$ cat config.mk
export PLATFORM = sky130hd
export DESIGN_NAME = fault_campaign_ctrl
export DESIGN_NICKNAME = d
export VERILOG_FILES = /design/src/rtl/lbist_pkg.sv /design/src/rtl/resp_cmp.sv /design/src/rtl/fault_campaign_ctrl.sv
export SDC_FILE = /design/constraint.sdc
export NUM_CORES = 1
export LEC_CHECK = 0
export ABC_AREA = 1
export ABC_CLOCK_PERIOD_IN_PS = 3150
export CAP_MARGIN = 20
export CORE_UTILIZATION = 45
export DETAILED_ROUTE_END_ITERATION = 10
export PLACE_DENSITY = 0.87
export SLEW_MARGIN = 20
export SYNTH_ARGS = -nofsm -noshare
export SYNTH_HDL_FRONTEND = slang
export SYNTH_SLANG_ARGS = --single-unit
$ cat constraint.sdc
create_clock -name clk -period 3.15 [get_ports clk]
set_input_delay 0.63 -clock clk [delete_from_list [all_inputs] [get_ports clk]]
set_output_delay 0.63 -clock clk [all_outputs]
set_load 0.005 [all_outputs]
$ cat src/rtl/lbist_pkg.sv
// Shared definitions for the LBIST mid-section controllers: default widths
// and the state encodings of the fault-campaign sequencer.
package lbist_pkg;

    localparam int DEF_OUT_BITS = 26;
    localparam int DEF_CNT_W    = 16;

    localparam int FCC_STATE_W = 3;

    localparam logic [FCC_STATE_W-1:0] FCC_IDLE   = 3'd0;
    localparam logic [FCC_STATE_W-1:0] FCC_INJECT = 3'd1;
    localparam logic [FCC_STATE_W-1:0] FCC_SEED   = 3'd2;
    localparam logic [FCC_STATE_W-1:0] FCC_APPLY  = 3'd3;
    localparam logic [FCC_STATE_W-1:0] FCC_DRAIN  = 3'd4;
    localparam logic [FCC_STATE_W-1:0] FCC_EVAL   = 3'd5;
    localparam logic [FCC_STATE_W-1:0] FCC_DONE   = 3'd6;

    typedef enum logic [FCC_STATE_W-1:0] {
        S_IDLE   = FCC_IDLE,
        S_INJECT = FCC_INJECT,
        S_SEED   = FCC_SEED,
        S_APPLY  = FCC_APPLY,
        S_DRAIN  = FCC_DRAIN,
        S_EVAL   = FCC_EVAL,
        S_DONE   = FCC_DONE
    } fcc_state_t;

endpackage

$ cat src/rtl/resp_cmp.sv
// Response comparator: full-width XOR-reduce of faulty vs fault-free CUT
// outputs, folded into a sticky per-fault detection flag.
module resp_cmp
    import lbist_pkg::*;
#(
    parameter int OUT_BITS = DEF_OUT_BITS
) (
    input  logic                clk,
    input  logic                rst,
    input  logic                cmp_v,
    input  logic                clr,
    input  logic [OUT_BITS-1:0] cut_op,
    input  logic [OUT_BITS-1:0] ff_op,
    output logic                det
);

    logic det_q;
    logic hit;

    // A compared pattern mismatches when any response bit differs.
    assign hit = cmp_v & (|(cut_op ^ ff_op));

    // The current hit is forwarded so fault dropping reacts on the very
    // cycle the mismatch is compared; det_q keeps it for later cycles.
    assign det = det_q | hit;

    // Sticky flag, cleared when the next fault is injected.
    always_ff @(posedge clk) begin
        if (!rst) begin
            det_q <= 1'b0;
        end else if (clr) begin
            det_q <= 1'b0;
        end else if (hit) begin
            det_q <= 1'b1;
        end
    end

endmodule

$ cat src/rtl/fault_campaign_ctrl.sv
// Fault-campaign sequencer: injects each fault from the FIL, reseeds and
// steps the TPG through a pattern window, and tallies faults evaluated and
// faults detected until the FIL reports the list exhausted.
module fault_campaign_ctrl
    import lbist_pkg::*;
#(
    parameter int OUT_BITS      = DEF_OUT_BITS,
    parameter int PAT_PER_FAULT = 64,
    parameter int CNT_W         = DEF_CNT_W,
    parameter bit DROP          = 1'b1
) (
    input  logic                clk,
    input  logic                rst,
    input  logic                start,
    output logic                FIL_INC,
    input  logic                FIL_END,
    output logic                PAT_RST,
    output logic                PAT_EN,
    input  logic [OUT_BITS-1:0] CUT_OP,
    input  logic [OUT_BITS-1:0] FF_OP,
    output logic                busy,
    output logic                done,
    output logic [CNT_W-1:0]    fault_cnt,
    output logic [CNT_W-1:0]    detect_cnt
);

    localparam int PC_W = (PAT_PER_FAULT > 1) ? $clog2(PAT_PER_FAULT) : 1;
    localparam logic [PC_W-1:0] PC_LAST = PC_W'(PAT_PER_FAULT - 1);

    fcc_state_t      state;
    logic [PC_W-1:0] pc;
    logic            cmp_v;
    logic            det;
    logic            window_end;

    // The window closes on its last pattern, or early once a fault is seen.
    assign window_end = (pc == PC_LAST) || (DROP && det);

    // The TPG presents a pattern the cycle after PAT_EN, so compare then.
    // NOTE: clocked state uses non-blocking assignment so every register
    // samples pre-edge values regardless of statement order.
    always_ff @(posedge clk) begin
        if (!rst) begin
            cmp_v <= 1'b0;
        end else begin
            cmp_v <= PAT_EN;
        end
    end

    resp_cmp #(
        .OUT_BITS (OUT_BITS)
    ) u_resp_cmp (
        .clk    (clk),
        .rst    (rst),
        .cmp_v  (cmp_v),
        .clr    (FIL_INC),
        .cut_op (CUT_OP),
        .ff_op  (FF_OP),
        .det    (det)
    );

    // Campaign FSM with registered strobes: each output is loaded on the
    // transition into the state that owns it.
    // NOTE: the strobes default low every cycle so a missed branch cannot
    // hold one high; busy/done/counters are held explicitly instead.
    always_ff @(posedge clk) begin
        if (!rst) begin
            state      <= S_IDLE;
            pc         <= '0;
            FIL_INC    <= 1'b0;
            PAT_RST    <= 1'b0;
            PAT_EN     <= 1'b0;
            busy       <= 1'b0;
            done       <= 1'b0;
            fault_cnt  <= '0;
            detect_cnt <= '0;
        end else begin
            FIL_INC <= 1'b0;
            PAT_RST <= 1'b0;
            PAT_EN  <= 1'b0;
            unique case (state)
                S_IDLE: begin
                    if (start) begin
                        state      <= S_INJECT;
                        FIL_INC    <= 1'b1;
                        busy       <= 1'b1;
                        fault_cnt  <= '0;
                        detect_cnt <= '0;
                    end
                end
                S_INJECT: begin
                    state   <= S_SEED;
                    PAT_RST <= 1'b1;
                end
                S_SEED: begin
                    state  <= S_APPLY;
                    pc     <= '0;
                    PAT_EN <= 1'b1;
                end
                S_APPLY: begin
                    pc <= pc + PC_W'(1);
                    if (window_end) begin
                        state <= S_DRAIN;
                    end else begin
                        PAT_EN <= 1'b1;
                    end
                end
                S_DRAIN: begin
                    state <= S_EVAL;
                end
                S_EVAL: begin
                    if (!(&fault_cnt)) begin
                        fault_cnt <= fault_cnt + CNT_W'(1);
                    end
                    if (det && !(&detect_cnt)) begin
                        detect_cnt <= detect_cnt + CNT_W'(1);
                    end
                    if (FIL_END) begin
                        state <= S_DONE;
                        busy  <= 1'b0;
                        done  <= 1'b1;
                    end else begin
                        state   <= S_INJECT;
                        FIL_INC <= 1'b1;
                    end
                end
                S_DONE: begin
                    done <= 1'b1;
                end
                default: begin
                    state <= S_IDLE;
                end
            endcase
        end
    end

endmodule

==> impl_metrics.yaml <==
timing:
  finalCritPeriodShare_pct: 77.1
  rsz0062_at_grt: "no"
  setup-violations-final: 0
  tightest_slew_ns: 0.520
  relSlewSlack_pct: 65.1
  skew_ns: 0.0102
  fin_ws_ns: 0.721
  period_needed_ns: 2.43
  final.setup.tns_ns: 0
  fmax_mhz: 412
  hold_ws_ns: 0.436
  final_max_slew_viol_count: 0
  finalHoldViolations: 0
clock_network:
  clockBufferDepth: 2
  htree_levels: 2
  clk_latency_ns: 0.30
  cts_buffers: 5
  postCtsResizedCells: 0
  clkTransAtPathRegs_ns: 0.09
  cts_tree: "built"
  hold_buffers: 0
  clock_sinks: 48
  clockRootBuffer: "clkbuf_8"
  postCtsSetupRepairBufs: 0
finish:
  areaGrowthSynthToFinish_pct: 36.3
  drive_gt1_share_pct: 8.32
  stdcell_area_um2: 4070
  antenna_cells: 0
  nets: 611
  multiInputGateArea_um2: 1690
  fillers: 570
  seq_area_um2: 961
synth:
  yosys.area.top_type: "dfxtp_1"
  synth.net_count: 519
  synth-compound-area-share_pct: 13.0
  ys_seq_area_share_pct: 32.2
  synth-adder-area-share_pct: 1.26
  async_reset_ff_share_pct: 0
  synth_edf_count: 0
  netlist.area_leader.share_pct: 32.2
  avgSynthCellArea_um2: 6.50
  synth_cells: 460
  ys_top_cells_by_area: "dfxtp_1 32%, nand2_1 12%, nor2_1 9.2%"
  synth_top_family_by_area: "simple AND/OR/NAND/NOR gates"
  synth_cell_types: 41
  ys_ff_latch: 48
  ys_warn_count: 0
  synth_xor_area_share_pct: 4.10
  synth-simple-area-share_pct: 38.4
  synth_ff_type: "dfxtp_1"
  synth_area_um2: 2990
  synthMuxAreaShare_pct: 0
die:
  dieArea_um2: 6970
  core-area_um2: 6390
  die_h_um: 83.5
  rows: 29
  start_util_pct: 46.8
  io_pins: 93
  die_w_um: 83.5
placed_design:
  placed_area_um2: 3970
  hpwl_um: 5900
  port_buffers: 92
  post-place-ws_ns: 0.487
  gp_congestion: 0.955
critical_path:
  regToRegSetupSlack_ns: 0.88
  path_cells: "clkdlybuf4s50_1 > inv_1 > nand2_1 > nand2_1 > nor2_1 > nand2_1 > nor2_1 > nand3_1 > nand2_1 > nand2_1 > nand2_2 > nand2_2 > nand2_4 > nand2_1 > a21oi_1"
  slowest_stage: "clkdlybuf4s50_1"
  startpoint: "FF_OP[3]"
  critPathMaxFanout: 21
  ff2ff_path_depth: 13
  critPathLaunchType: "input pin"
  criticalPathCategory: "input pin to flip-flop"
  cp_common_cell: "nand2_1"
  r2r_end: "detect_cnt[11]$_SDFFE_PN0P_"
  crit_arrival_ns: 2.64
  cp_slowest_stage_delay_ns: 0.48
  rr_startpoint: "detect_cnt[0]$_SDFFE_PN0P_"
  crit_path_end_kind: "flip-flop"
  required_ns: 3.36
power:
  power_density_nw_per_um2: 366
  ir_drop_mv: 0.339
  leakage_nw: 1.71
min_path:
  worstHoldStart: "PAT_EN$_SDFF_PN0_"
  worstHoldEndpoint: "cmp_v$_SDFF_PN0_"
  hold_depth: 2
  min_path_type: "flip-flop to flip-flop"
grt:
  grt_pass1_wl_um: 12600
  grt_usage_pct: 21.7
  grt_overflow: 0
  first_global_vias: 2888
  grt_max_degree: 23
  antenna_found_initial: 0
detailed_routing:
  drc: 0
  first_pass_iters: 6
  ant_nets: 0
  num_vias: 3213
  via_per_inst: 5.10
  finalWirelength_um: 7670
  wire_per_inst_um: 12.2
  first_iter_violations: 201
job:
  drv_cap: 0
outcome:
  status: "finished clean"
power breakdown:
part / total [W] / leakage [nW] / switching, W / internal, W
logic: 0.000370 / 1.26 / 0.000187 / 0.000182
registers: 0.000680 / 0.389 / 0.0000393 / 0.000641
clock network: 0.000439 / 0.0552 / 0.000203 / 0.000236
total: 0.00149 / 1.71 / 0.000430 / 0.00106
per-stage QoR:
stage	power (W)	std cells	util, %
6_report	0.00149	630	63.8
5_1_grt	0.00156	630	63.8
4_1_cts	0.00149	630	63.8
3_5_place_dp	0.00106	622	62.1
3_3_place_gp	0.00105	622	62.1
2_1_floorplan	0.000895	460	-
flip-flops by register name (all words and copies together) (netlist names):
name              count
detect_cnt           16
fault_cnt            16
pc                    6
state                 3
FIL_INC               1
PAT_EN                1
PAT_RST               1
busy                  1
cmp_v                 1
done                  1
u_resp_cmp.det_q      1
layout make-up:
cell class | instances | area share (%)
Multi-Input combinational cell | 329 | 41.6
Sequential cell | 48 | 23.6
Timing Repair Buffer | 94 | 23.0
Inverter | 74 | 6.82
Tap cell | 77 | 2.37
Clock buffer | 6 | 1.78
Clock inverter | 2 | 0.860
cell usage after synthesis (all sizes together) (2+ instances only):
| cell | instances |
|---|---|
| inv | 73 |
| nor3 | 9 |
| or2 | 2 |
| ha | 3 |
| nor4 | 2 |
| dfxtp | 48 |
| nand2 | 107 |
| a221oi | 2 |
| a211oi | 2 |
| a31oi | 3 |
| buf | 6 |
| nor2 | 80 |
| nand3 | 36 |
| o21ai | 20 |
| o211ai | 2 |
| xor2 | 13 |
| o21bai | 2 |
| a21oi | 35 |
| clkbuf | 3 |
| nand4 | 4 |
worst max-delay path by stage:
stage                     slack, ns  cells after the start                          end
final                          0.72                     15  detect_cnt[11]$_SDFFE_PN0P_
after CTS                      0.72                     15  detect_cnt[11]$_SDFFE_PN0P_
after global routing           0.44                     15  detect_cnt[11]$_SDFFE_PN0P_
after global placement         0.55                     15   detect_cnt[1]$_SDFFE_PN0P_
after detailed placement       0.49                     15   detect_cnt[1]$_SDFFE_PN0P_
after floorplan                1.36                     13  detect_cnt[10]$_SDFFE_PN0P_
cell usage in the layout (no fill, tap or decap), types with 2 or more instances in the layout:
cell / instances
nand2_1: 99
o21ai_0: 16
a31oi_1: 3
nor4_1: 2
inv_1: 65
o21bai_1: 2
nand2_2: 3
nand3_2: 10
a221oi_1: 2
nor2_4: 4
a21oi_1: 35
nor2_1: 73
buf_4: 2
nand2_4: 5
clkbuf_8: 5
nor2_2: 3
nand4_1: 4
o21ai_1: 4
inv_2: 8
xor2_1: 13
nand3_1: 26
dfxtp_1: 48
clkdlybuf4s50_1: 92
o211ai_1: 2
a211oi_1: 2
nor3_1: 7
ha_1: 3
cell families after synthesis:
logic type / after synthesis
AND/OR/NAND/NOR: 242
buffers and inverters: 83
XOR/XNOR: 14
adder cells (fa/ha/maj): 3
flip-flops: 48
AO/OA/AOI/OAI: 70
per-layer routing:
| layer | wire, um | share of wire (%) | track usage, % |
|---|---|---|---|
| met1 | 3340 | 44 | 27.4 |
| met2 | 3730 | 49 | 38.6 |
| met3 | 569 | 7.4 | 4.55 |
| met4 | 38 | 0.50 | 3.39 |
| met5 | 0 | 0 | 0 |
critical path: cells and delay by family:
kind / cells / cell delay [ns]
compound gates: 1 / 0.15
simple gates: 12 / 1.34
buf+inv: 2 / 0.52
(Power assumes the default switching activity.)
